$ cat config.mk
export PLATFORM = sky130hd
export DESIGN_NAME = ps2_host_tx
export DESIGN_NICKNAME = d
export VERILOG_FILES = /design/src/rtl/ps2_host_tx.sv
export SDC_FILE = /design/constraint.sdc
export NUM_CORES = 1
export LEC_CHECK = 0
export BUFFER_PORTS_ARGS = -buffer_cell sky130_fd_sc_hd__buf_2
export CELL_PAD_IN_SITES_DETAIL_PLACEMENT = 1
export CELL_PAD_IN_SITES_GLOBAL_PLACEMENT = 1
export CORE_MARGIN = 4
export CORE_UTILIZATION = 30
export CTS_BUF_LIST = sky130_fd_sc_hd__clkbuf_8
export DETAILED_ROUTE_END_ITERATION = 7
export GPL_ROUTABILITY_DRIVEN = 0
export PLACE_DENSITY = 0.63
export SLEW_MARGIN = 20
export SYNTH_ARGS = -nofsm -noshare
export SYNTH_HDL_FRONTEND = slang
export SYNTH_SLANG_ARGS = --single-unit
$ cat constraint.sdc
create_clock -name clk -period 3.7 [get_ports clk]
set_clock_uncertainty 0.05 [all_clocks]
set_input_delay 0.555 -clock clk [delete_from_list [all_inputs] [get_ports clk]]
set_output_delay 0.555 -clock clk [all_outputs]
set_load 0.03 [all_outputs]
$ cat src/rtl/ps2_host_tx.sv
// PS/2 host-to-device transmitter. Sends one command byte to the keyboard over the
// shared PS2_clk/PS2_data pins using open-drain drive (pin = oe ? 1'b0 : 1'bz at top level).
//
// Ports:
//   clk          system clock
//   RSTN         asynchronous active-low reset
//   tx_data      command byte, sampled only at accept
//   tx_valid     request; accepted when tx_valid & tx_ready
//   tx_ready     high only while idle
//   ps2_clk_in   raw PS2_clk pin level (asynchronous)
//   ps2_data_in  raw PS2_data pin level (asynchronous)
//   ps2_clk_oe   1 = pull PS2_clk low
//   ps2_data_oe  1 = pull PS2_data low
//   rx_inhibit   high while a transfer is in progress; receiver discards frames
//   done         one-cycle pulse: byte sent and acknowledged
//   err          one-cycle pulse: transfer aborted
//   err_code     01 timeout, 10 no acknowledge; held until the next accept
//
// Build option: define PS2_TX_RETRY_EN to resend the latched byte up to two more times
// after a missing acknowledge before reporting the error.
module ps2_host_tx #(
  parameter int unsigned INHIBIT_CYC = 5000,
  parameter int unsigned TIMEOUT_CYC = 1000000,
  parameter int unsigned FILTER_LEN  = 8
) (
  input  logic       clk,
  input  logic       RSTN,
  input  logic [7:0] tx_data,
  input  logic       tx_valid,
  output logic       tx_ready,
  input  logic       ps2_clk_in,
  input  logic       ps2_data_in,
  output logic       ps2_clk_oe,
  output logic       ps2_data_oe,
  output logic       rx_inhibit,
  output logic       done,
  output logic       err,
  output logic [1:0] err_code
);

  localparam int unsigned FW     = $clog2(FILTER_LEN);
  localparam int unsigned TmrMax = (INHIBIT_CYC > TIMEOUT_CYC) ? INHIBIT_CYC : TIMEOUT_CYC;
  localparam int unsigned TW     = $clog2(TmrMax + 1);

  typedef enum logic [2:0] {
    StIdle, StInhibit, StStart, StShift, StAck, StWaitIdle, StFail
  } state_e;

  // Synchronisers and glitch filters. Lines idle high, so everything resets to 1.
  logic [1:0]    clk_sync_q, data_sync_q;
  logic [FW-1:0] clk_cnt_q, data_cnt_q;
  logic          clk_f_q, data_f_q, clk_f_prev_q;
  logic          clk_fall, clk_edge;

  always_ff @(posedge clk or negedge RSTN) begin
    if (!RSTN) begin
      clk_sync_q   <= 2'b11;
      data_sync_q  <= 2'b11;
      clk_cnt_q    <= '0;
      data_cnt_q   <= '0;
      clk_f_q      <= 1'b1;
      data_f_q     <= 1'b1;
      clk_f_prev_q <= 1'b1;
    end else begin
      clk_sync_q   <= {clk_sync_q[0], ps2_clk_in};
      data_sync_q  <= {data_sync_q[0], ps2_data_in};
      clk_f_prev_q <= clk_f_q;
      // Filtered level flips on the FILTER_LEN-th consecutive differing sample.
      if (clk_sync_q[1] == clk_f_q) begin
        clk_cnt_q <= '0;
      end else if (clk_cnt_q == FW'(FILTER_LEN - 1)) begin
        clk_f_q   <= clk_sync_q[1];
        clk_cnt_q <= '0;
      end else begin
        clk_cnt_q <= clk_cnt_q + FW'(1);
      end
      if (data_sync_q[1] == data_f_q) begin
        data_cnt_q <= '0;
      end else if (data_cnt_q == FW'(FILTER_LEN - 1)) begin
        data_f_q   <= data_sync_q[1];
        data_cnt_q <= '0;
      end else begin
        data_cnt_q <= data_cnt_q + FW'(1);
      end
    end
  end

  assign clk_fall = clk_f_prev_q & ~clk_f_q;
  assign clk_edge = clk_f_prev_q ^ clk_f_q;

  state_e        state_q;
  logic [3:0]    n_q;
  logic [7:0]    byte_q;
  logic          par_q;
  logic [TW-1:0] tmr_q;
  logic          clk_oe_q, data_oe_q, done_q, err_q;
  logic [1:0]    err_code_q, fail_code_q;
`ifdef PS2_TX_RETRY_EN
  logic [1:0]    retry_q;
`endif

  always_ff @(posedge clk or negedge RSTN) begin
    if (!RSTN) begin
      state_q     <= StIdle;
      n_q         <= '0;
      byte_q      <= '0;
      par_q       <= 1'b0;
      tmr_q       <= '0;
      clk_oe_q    <= 1'b0;
      data_oe_q   <= 1'b0;
      done_q      <= 1'b0;
      err_q       <= 1'b0;
      err_code_q  <= 2'b00;
      fail_code_q <= 2'b00;
`ifdef PS2_TX_RETRY_EN
      retry_q     <= '0;
`endif
    end else begin
      done_q <= 1'b0;
      err_q  <= 1'b0;
      case (state_q)
        StIdle: begin
          if (tx_valid) begin
            byte_q     <= tx_data;
            par_q      <= ~^tx_data;
            n_q        <= '0;
            err_code_q <= 2'b00;
            tmr_q      <= '0;
            clk_oe_q   <= 1'b1;
            data_oe_q  <= 1'b0;
`ifdef PS2_TX_RETRY_EN
            retry_q    <= '0;
`endif
            state_q    <= StInhibit;
          end
        end
        StInhibit: begin
          if (tmr_q == TW'(INHIBIT_CYC - 1)) begin
            clk_oe_q <= 1'b0;
            tmr_q    <= '0;
            state_q  <= StStart;
          end else begin
            tmr_q <= tmr_q + TW'(1);
            // Start bit overlaps the final inhibit cycle.
            if (tmr_q == TW'(INHIBIT_CYC - 2)) data_oe_q <= 1'b1;
          end
        end
        StStart, StShift, StAck, StWaitIdle: begin
          if (!clk_edge && tmr_q == TW'(TIMEOUT_CYC - 1)) begin
            clk_oe_q    <= 1'b0;
            data_oe_q   <= 1'b0;
            fail_code_q <= 2'b01;
            state_q     <= StFail;
          end else begin
            tmr_q <= clk_edge ? '0 : tmr_q + TW'(1);
            case (state_q)
              StStart: begin
                if (clk_fall) begin
                  n_q       <= 4'd1;
                  data_oe_q <= ~byte_q[0];
                  state_q   <= StShift;
                end
              end
              StShift: begin
                if (clk_fall) begin
                  n_q <= n_q + 4'd1;
                  if (n_q <= 4'd7) begin
                    data_oe_q <= ~byte_q[n_q[2:0]];
                  end else if (n_q == 4'd8) begin
                    data_oe_q <= ~par_q;
                  end else begin
                    data_oe_q <= 1'b0;   // stop bit: release data
                    state_q   <= StAck;
                  end
                end
              end
              StAck: begin
                if (clk_fall) begin
                  n_q <= n_q + 4'd1;
                  if (!data_f_q) begin
                    state_q <= StWaitIdle;
`ifdef PS2_TX_RETRY_EN
                  end else if (retry_q != 2'd2) begin
                    retry_q   <= retry_q + 2'd1;
                    n_q       <= '0;
                    tmr_q     <= '0;
                    clk_oe_q  <= 1'b1;
                    data_oe_q <= 1'b0;
                    state_q   <= StInhibit;
`endif
                  end else begin
                    fail_code_q <= 2'b10;
                    state_q     <= StFail;
                  end
                end
              end
              default: begin
                if (clk_f_q && data_f_q) begin
                  done_q  <= 1'b1;
                  state_q <= StIdle;
                end
              end
            endcase
          end
        end
        StFail: begin
          clk_oe_q   <= 1'b0;
          data_oe_q  <= 1'b0;
          err_q      <= 1'b1;
          err_code_q <= fail_code_q;
          state_q    <= StIdle;
        end
        default: state_q <= StIdle;
      endcase
    end
  end

  assign tx_ready    = (state_q == StIdle);
  assign rx_inhibit  = (state_q != StIdle);
  assign ps2_clk_oe  = clk_oe_q;
  assign ps2_data_oe = data_oe_q;
  assign done        = done_q;
  assign err         = err_q;
  assign err_code    = err_code_q;

endmodule

# After elaboration in Yosys (flattened, before gate mapping)
# Index checks and enable logic that the tools add are counted.
[totals]
reg_bits = 57
latch_bits = 0
output_inout_bits = 8
mem_bits_rw = 0
mem_bits_ro = 0
wordCells = 142
inputBits = 13
mem_count = 0
[op_classes]
order_cmp = 2
n_shift = 0
div_mod_pow = 0
muxes = 54
n_eq_ne = 30
n_addsub = 4
bitwise_logic = 8
n_reduce_logical = 26
n_mul = 0
[op_table]
columns = ["op", "n"]
rows = [
  ["20-bit 2-to-1 mux", 4],
  ["20-bit case mux with 3 select lines", 1],
  ["20-bit by 13-bit equality test with 1-bit output, second input constant", 2],
  ["3-bit 2-to-1 mux", 13],
  ["4-bit != test, second input constant", 6],
  ["20-bit by 1-bit adder with 20-bit output, second input constant", 1],
  ["20-bit equality test, second input constant", 1],
  ["3-bit case mux with 3 select lines", 2],
  ["1-bit 2-to-1 mux", 17],
  ["4-bit 2-to-1 mux", 4],
  ["4-bit case mux with 2 select lines", 2],
  ["3-bit equality test, second input constant", 5],
  ["2-bit 2-to-1 mux", 6],
  ["2-bit != test, second input constant", 6],
  ["2-bit nonzero test", 5],
  ["3-bit != test, second input constant", 3],
  ["1-bit case mux with 4 select lines", 2],
  ["2-bit AND reduction", 4],
  ["4-bit AND reduction", 2],
  ["8-bit AND reduction", 1],
  ["8-bit XNOR reduction", 1],
  ["7-bit AND reduction", 1],
  ["3-bit by 1-bit adder with 3-bit output, second input constant", 2],
  ["3-bit by 2-bit equality test with 1-bit output, second input constant", 2],
  ["other kinds (23)", 31],
]

# Longest topological paths before layout
# Gate-level depths: netlist of run 1.
[depth]
depth_word = 8
ltp_mapped = 9
ltp_nobuf = 8

# Worst setup path before layout of run 1
# Ideal clock, no wire load.
[synth_timing]
kind = "flip-flop to flip-flop"
startpoint = "reg clk_f_q"
endpoint = "reg clk_oe_q, in the netlist ps2_clk_oe"
path_buffers = 0
period_less_slack_ps = 2599
slack_ps = 1101
t_arrival_ps = 2421
required_ps = 3522
stages_incl_launch_ff = 9
setup_time_ps = 128
path_cell_list = "dfstp_2 -> inv_1 -> ha_1 -> nand4_1 -> or3_1 -> nor4_4 -> nor2_2 -> nor3b_2 -> mux2_1"
[synth_via]
elab_chain_cells = 5
[synth_lines]
columns = ["element", "line", "source"]
rows = [
  ["start, declared", "52", "logic clk_f_q, data_f_q, clk_f_prev_q;"],
  ["start signal, assigned", "72", "clk_f_q <= clk_sync_q[1];"],
  ["1-bit bitwise XOR", "89", "assign clk_edge = clk_f_prev_q ^ clk_f_q;"],
  ["1-bit logical NOT", "149", "if (!clk_edge && tmr_q == TW'(TIMEOUT_CYC - 1)) begin"],
  ["1-bit logical AND", "149", ""],
  ["2-bit != test (no source line)", "n/a", ""],
  ["4-bit AND reduction (no source line)", "n/a", ""],
  ["end signal, assigned", "139", "clk_oe_q <= 1'b0;"],
  ["end signal, assigned", "150", "clk_oe_q <= 1'b0;"],
  ["end signal, assigned", "207", "clk_oe_q <= 1'b0;"],
  ["end, declared", "96", "logic clk_oe_q, data_oe_q, done_q, err_q;"],
]
# Every way passes these cells.
# A chain may end at the register's enable or synchronous reset.

# Final worst setup path of run 1
[layout_timing]
startpoint = "reg clk_f_q"
endpoint = "reg tmr_q[5]"
[layout_via]
elab_chain_cells = 5
elab_cells_between_ends = 8
classes_between = "eq/ne: 1; mux: 3; bitwise: 1; reduce/logical: 3"
[layout_lines]
columns = ["element", "line", "source"]
rows = [
  ["1-bit bitwise XOR (*)", "89", ""],
  ["1-bit logical NOT", "149", ""],
  ["1-bit logical AND", "149", ""],
  ["2-bit != test (no source line)", "n/a", ""],
  ["3-bit AND reduction (no source line)", "n/a", ""],
  ["end signal, assigned", "143", "tmr_q <= tmr_q + TW'(1);"],
  ["end signal, assigned", "155", "tmr_q <= clk_edge ? '0 : tmr_q + TW'(1);"],
  ["end, declared", "95", "logic [TW-1:0] tmr_q;"],
]
# Mark *: on every way between the ends. The rest lies on a longest branch, timed or not. The select of a mux whose other input is x is not followed.

==> metrics.txt, run 1 <==
DR pass1 iterations 4; CTS tree yes; post-synthesis register bit count 57; setup total negative slack 0 ns; Top FF cell, synth dfrtp_1; final wirelength 7.65 mm; Synth Net Count 330; largest net degree at the start of global routing 33; H-tree levels 3; Clock Tree Buf Depth 2; first-pass GRT wire length 12.7 mm; vias per inst 5.24; vias in the first global route 2501; sw frac 23.6%; fin crit period 2.83 ns; synth-to-layout area growth 15.6%; First DRT Iteration DRCs 57; Antenna diodes 0; max_cap viols 0; pin slew with the least headroom to its limit 0.902 ns; sequential area share after synthesis 46.1%; f_max 353 MHz; CTS sink cnt 57; core footprint 0.00995 sq mm; Gates resized, CTS repair 0; Cells after Synth 306; fill cell count 1119; Worst Path Arrival 3.01 ns; Routed Antenna Nets 0; post-synthesis cell type count 58; hold buffers post-CTS 0; initial core utilization 31.3%; Row Count 36; Clock Latency Late Sink 0.34 ns; Synth top area share 40.2%; total CTS buffers 9; worst vdd ir 0.211 mV; Worst Path Required 3.88 ns; routed len/inst 16.3 microns; Root Buffer clkbuf_8; via count 2454; RSZ-0062 raised after global routing false; Chip Width 110 microns; Layout Nets 354; slew margin rel. 39.3%; Worst setup SP type register; PD cells 438 mW/mm^2; leading area contributor after synthesis dfrtp_1; Static Leak 1.60 nW; Final period util 76.6%; top post-synthesis cells by area dfrtp_1, dfstp_2, ha_1; endpoints failing setup 0; die area 0.0121 sq mm; outcome finished clean; Placed Area 0.00336 sq mm; clock power share 46.1%; Final Slew Violations 0; pre-CTS setup slack 0.824 ns; Syn. warnings 0; total power 1.58 mW; Reg clk slew, reported paths 0.08 ns; layout cell share with drive strength beyond 1 20.3%; power share of the sequential group 45.5%; logic gate share of total power 8.5%; crit path max fanout 17; Final Cell Area 0.00360 sq mm; internal power component 1.21 mW; gr usage total 13.6%; critical path class register to register; Netlist Area Pre-Place 0.00312 sq mm; worst hold slack 0.222 ns; Avg Cell Area, Syn 10.2 sq um; final worst setup slack 0.867 ns; DP HPWL 5.51 mm; initial antenna violation count 0; Hold Crit Class input port to asynchronous set/reset pin; PortBufs 20; Fin. Hold Viols 0; die height 110 microns; post-CTS setup buffers 0; Switch Pwr 0.372 mW; Crit. End Element register; I/O pins 21; number of flops mapped to enable cells by yosys 0; Async SR Flop Fraction 100%; DRC errors left 0; gr ovfl total 0
==> worst max-delay path, stage by stage (launching register included) <==
cell	delay [ns]
dfstp_2	0.57
inv_1	0.06
ha_1	0.29
nand4_1	0.09
or3_1	0.36
nor4_4	0.27
buf_4	0.21
a211o_2	0.36
nor2_2	0.14
a221o_1	0.31
==> cell usage after synthesis (3+ instances only) <==
cell	instances
o21ai_1	5
o311ai_1	5
o21ai_0	11
a2bb2oi_1	4
buf_2	4
and2_1	6
inv_1	13
nand2_1	32
a21o_1	5
xor2_1	3
nand2b_1	3
a21oi_1	6
nand3_1	18
ha_1	11
nor2_1	15
dfstp_2	7
mux2_1	3
nor4_1	3
a22o_1	5
nor2b_1	3
o22ai_1	3
a22oi_1	3
nor3_1	7
nor3b_1	4
dfrtp_1	50
xnor2_1	7
a211oi_1	4
clkbuf_1	6
o31ai_1	7
mux2_2	10
nand4_1	9
==> per-layer routing <==
layer | global-route usage, % | part of all wire (%) | vias up
met5 | 0 | 0 | -
met4 | 3.74 | 1.2 | 0
met3 | 3.64 | 3.3 | 8
met2 | 22.5 | 47 | 31
met1 | 17.5 | 48 | 1234
li1 | - | - | 1181
==> sequential cells by signal, indices dropped and copies added (netlist names) <==
name,count
byte_q,8
clk_cnt_q,3
clk_f_prev_q,1
clk_f_q,1
clk_sync_q,2
data_cnt_q,3
data_f_q,1
data_sync_q,2
done,1
err,1
err_code,2
fail_code_q,2
n_q,4
par_q,1
ps2_clk_oe,1
ps2_data_oe,1
state_q,3
tmr_q,20
==> cells in the final DEF, fill, tap and decap left out, types with 3 or more instances in the layout <==
cell / synthesis / final
dfrtp_1: 50 / 50
nand2_1: 32 / 32
buf_2: 4 / 20
nand3_1: 18 / 18
nor2_1: 15 / 15
inv_1: 13 / 14
o21ai_0: 11 / 11
ha_1: 11 / 11
mux2_2: 10 / 10
clkbuf_8: 0 / 10
nand4_1: 9 / 9
nor3_1: 7 / 7
o31ai_1: 7 / 7
xnor2_1: 7 / 7
dfstp_2: 7 / 7
and2_1: 6 / 6
a21oi_1: 6 / 6
o311ai_1: 5 / 5
a21o_1: 5 / 5
a22o_1: 5 / 5
o21ai_1: 5 / 5
buf_4: 1 / 5
nor3b_1: 4 / 4
a211oi_1: 4 / 4
a2bb2oi_1: 4 / 4
xor2_1: 3 / 3
nor2b_1: 3 / 3
nor4_1: 3 / 3
nand2b_1: 3 / 3
mux2_1: 3 / 3
o22ai_1: 3 / 3
a22oi_1: 3 / 3
bufinv_16: 0 / 3
==> kinds of logic (layout without fill, tap and decap cells) <==
family | Yosys count | in the layout | synth area share, %
AOI/OAI and AO/OA | 71 | 71 | 16.5
xor gates and xnor gates | 10 | 10 | 2.81
muxes | 16 | 16 | 6.47
and+or+nand+nor | 116 | 116 | 20.2
adders and majority gates | 11 | 11 | 4.42
DFF | 57 | 57 | 46.1
buffers and inverters | 25 | 54 | 3.53
==> path summary, 6_finish.rpt <==
check | startpoint | endpoint | slack [ns] | cells after the start
max in group asynchronous | RSTN | clk_f_prev_q | 2.49 | 2
worst max register to register | clk_f_q | tmr_q[5] | 0.87 | 9
min in group clk | ps2_data_in | data_sync_q[0] | 0.26 | 1
worst min-delay path | RSTN | byte_q[5] | 0.22 | 1
worst min register to register | data_sync_q[0] | data_sync_q[1] | 0.30 | 0
worst max-delay path | clk_f_q | tmr_q[5] | 0.87 | 9
==> power groups by stage <==
| stage | combinational, mW | sequential (mW) | clock, mW |
|---|---|---|---|
| after global routing | 0.160 | 0.723 | 0.782 |
| final | 0.134 | 0.717 | 0.727 |
| after CTS | 0.138 | 0.719 | 0.750 |
| after global placement | 0.132 | 0.728 | 0 |
| after floorplan | 0.100 | 0.711 | 0 |
| after detailed placement | 0.136 | 0.731 | 0 |
==> per-stage QoR <==
step	util [%]	instances
after floorplan	-	306
after global placement	33.7	452
after detailed placement	33.7	452
after CTS	36.2	468
after global routing	36.2	468
final	36.2	468
==> area by class of cell <==
type / count / area, sq um / area share [%]
sequential: 57 / 1440 / 39.8
timing repair buffer: 25 / 138 / 3.82
tap: 133 / 166 / 4.62
clock inverter: 6 / 106 / 2.95
multi-input combinational: 224 / 1570 / 43.6
inverter: 13 / 48.8 / 1.35
clock buffer: 10 / 138 / 3.82
Power figures use the tool's default switching activity.
==> run 2: changes to the inputs <==
- ABC_AREA: not set -> 1
- PLACE_DENSITY: 0.63 -> 0.68
- clock period: 3.7 -> 2.45 ns (I/O delays scaled with it)
==> metrics.txt, run 2 <==
outcome finished clean; Final Slew Violations 0; Compound-Gate Fraction of Synth Area 9.26%; Top FF cell, synth dfrtp_1; Reg clk slew, reported paths 0.07 ns; DR pass1 iterations 4; gr usage total 15.8%; Placed Area 0.00394 sq mm; slew margin rel. 56.8%; Fin. Hold Viols 0; Crit. End Element register; Slowest-stage cell, CP dfstp_2; top flop regs tmr_q (20), byte_q (8), n_q (4); initial core utilization 30.7%; DP HPWL 7.64 mm; layout cell share with drive strength beyond 1 18.4%; CTS tree yes; critical path class register to register; Antenna diodes 0; Final period util 90.0%; number of flops mapped to enable cells by yosys 0; Root Buffer clkbuf_8; pin slew with the least headroom to its limit 0.649 ns; PD cells 897 mW/mm^2; final worst setup slack 0.245 ns; Layout Nets 530; DRC errors left 0; vias in the first global route 3505; post-synthesis register bit count 57; crit path cell chain inv_1 > ha_1 > nand2_2 > clkinv_2 > nand2_4 > nor2_4 > nand4_2 > nand3_4 > buf_4 > o21ai_0 > inv_1 > nor2_1; total CTS buffers 9; vias per inst 5.02; f_max 454 MHz; Final Cell Area 0.00415 sq mm; Post-Synth Adder-Cell Area 3.73%; pre-CTS setup slack 0.178 ns; die height 119 microns; mux share of post-synthesis cell area 0.610%; sequential area share after synthesis 38.9%; Placed Instances 641; CP bufs+invs 4; post-synthesis cell type count 43; gr ovfl total 0; first-pass GRT wire length 17.9 mm; Cells after Synth 481; Reg with most FFs tmr_q; via count 3298; CP max stage delay 0.56 ns; setup total negative slack 0 ns; Top Family by Delay on Critical Path simple AND/OR/NAND/NOR gates; fin crit period 2.21 ns; initial antenna violation count 0; Static Leak 1.91 nW; Syn. warnings 0; routed len/inst 15.4 microns; Netlist Area Pre-Place 0.00369 sq mm; Row Count 40; Worst setup SP type register; Chip Width 119 microns; H-tree levels 3; PortBufs 20; post-route insts no fill 657; max_cap viols 0; core footprint 0.0120 sq mm; top post-synthesis cells by area dfrtp_1, nand2_1, nand3_1; max FFs per register 20; largest net degree at the start of global routing 33; endpoints failing setup 0; First DRT Iteration DRCs 186; Worst Path Arrival 2.40 ns; worst vdd ir 0.515 mV; Synth Net Count 505; largest family of logic cells by synthesized area simple AND/OR/NAND/NOR gates; Worst Path Required 2.65 ns; final wirelength 10.1 mm; die area 0.0141 sq mm; I/O pins 21; leading area contributor after synthesis dfrtp_1; Avg Cell Area, Syn 7.67 sq um; Hold Crit Class input port to register; CTS sink cnt 57; Routed Antenna Nets 0; Crit path top cell by count inv_1; worst hold slack 0.0489 ns; RSZ-0062 raised after global routing false; post-synthesis xor/xnor area fraction 4.75%; Clock Latency Late Sink 0.36 ns; Synth top area share 33.9%; Async SR Flop Fraction 100%; Clock Tree Buf Depth 2; most frequent cells after synthesis nand2_1, inv_1, nor2_1, dfrtp_1, nand3_1; count leader, synth nand2_1; synth-to-layout area growth 12.6%; simple logic cell fraction of the synthesized area 33.6%; most frequent cells in the layout nand2_1, inv_1, nor2_1; most common cell after layout, fill and taps aside nand2_1; crit path max fanout 16
## run 2: cell count changes after synthesis, sizes merged, moves of 7 or more
cell   delta
a21oi    +14
buf       +7
inv      +47
mux2     -11
nand2    +85
nand3    +31
nor2     +42
o21ai    +16
o31ai     -7
xor2      +9
## run 2: area by class of cell
type / instances / area (sq um)
Tap cell: 147 / 184
Clock buffer: 10 / 138
Timing Repair Buffer: 28 / 175
Fill cell: 1507 / 7860
Clock inverter: 5 / 56.3
Multi-Input combinational cell: 348 / 1930
Sequential cell: 57 / 1440
Inverter: 62 / 240
## run 2: power by group
part,internal [mW],switching [mW]
clock,0.489,0.425
combinational,0.476,1.03
sequential,1.16,0.146
total,2.12,1.60
## run 2: cell families (layout without fill, tap and decap cells)
kind of cell | Yosys count | in the layout
and+or+nand+nor | 256 | 256
buffers and inverters | 76 | 105
AOI/OAI and AO/OA | 59 | 59
DFF | 57 | 57
xor gates and xnor gates | 20 | 20
adders and majority gates | 11 | 11
muxes | 2 | 2
## run 2: repair_timing
item / 4_1_cts / 5_1_grt
gates resized for setup: 0 / 2
endpoints found under the setup margin: 0 / 6
hold buffers: 1 / 0
buffers inserted: 0 / 0
hold endpoints to repair: 13 / 0
## run 2: through the flow
stage          utilization [%]  power, mW
2_1_floorplan                -       2.40
3_3_place_gp              32.8       2.77
3_5_place_dp              32.8       2.84
4_1_cts                   34.5       3.77
5_1_grt                   34.6       4.04
6_report                  34.6       3.73
## run 2: per-layer routing
layer / share of wire [%] / global-route usage, % / vias up
li1: - / - / 1603
met1: 47 / 20.8 / 1618
met2: 47 / 24.9 / 55
met3: 2.9 / 2.56 / 22
met4: 3.0 / 8.33 / 0
met5: 0 / 0 / -
## run 2: worst paths after layout
check,startpoint,endpoint,slack (ns),cells past startpoint
max,clk_f_q,tmr_q[3],0.24,12
min,ps2_clk_in,clk_sync_q[0],0.05,1
max reg2reg,clk_f_q,tmr_q[3],0.24,12
min reg2reg,clk_sync_q[0],clk_sync_q[1],0.31,0
max in group asynchronous,RSTN,data_sync_q[1],1.14,3
min in group asynchronous,RSTN,byte_q[3],0.52,2
## run 2: worst reg2reg max path: cells and delay by family, from the launching register on
family | cells | cell delay (ns)
buf+inv | 4 | 0.44
simple gates | 6 | 0.58
compound gates | 1 | 0.11
fa+ha+maj | 1 | 0.34
flops | 1 | 0.56
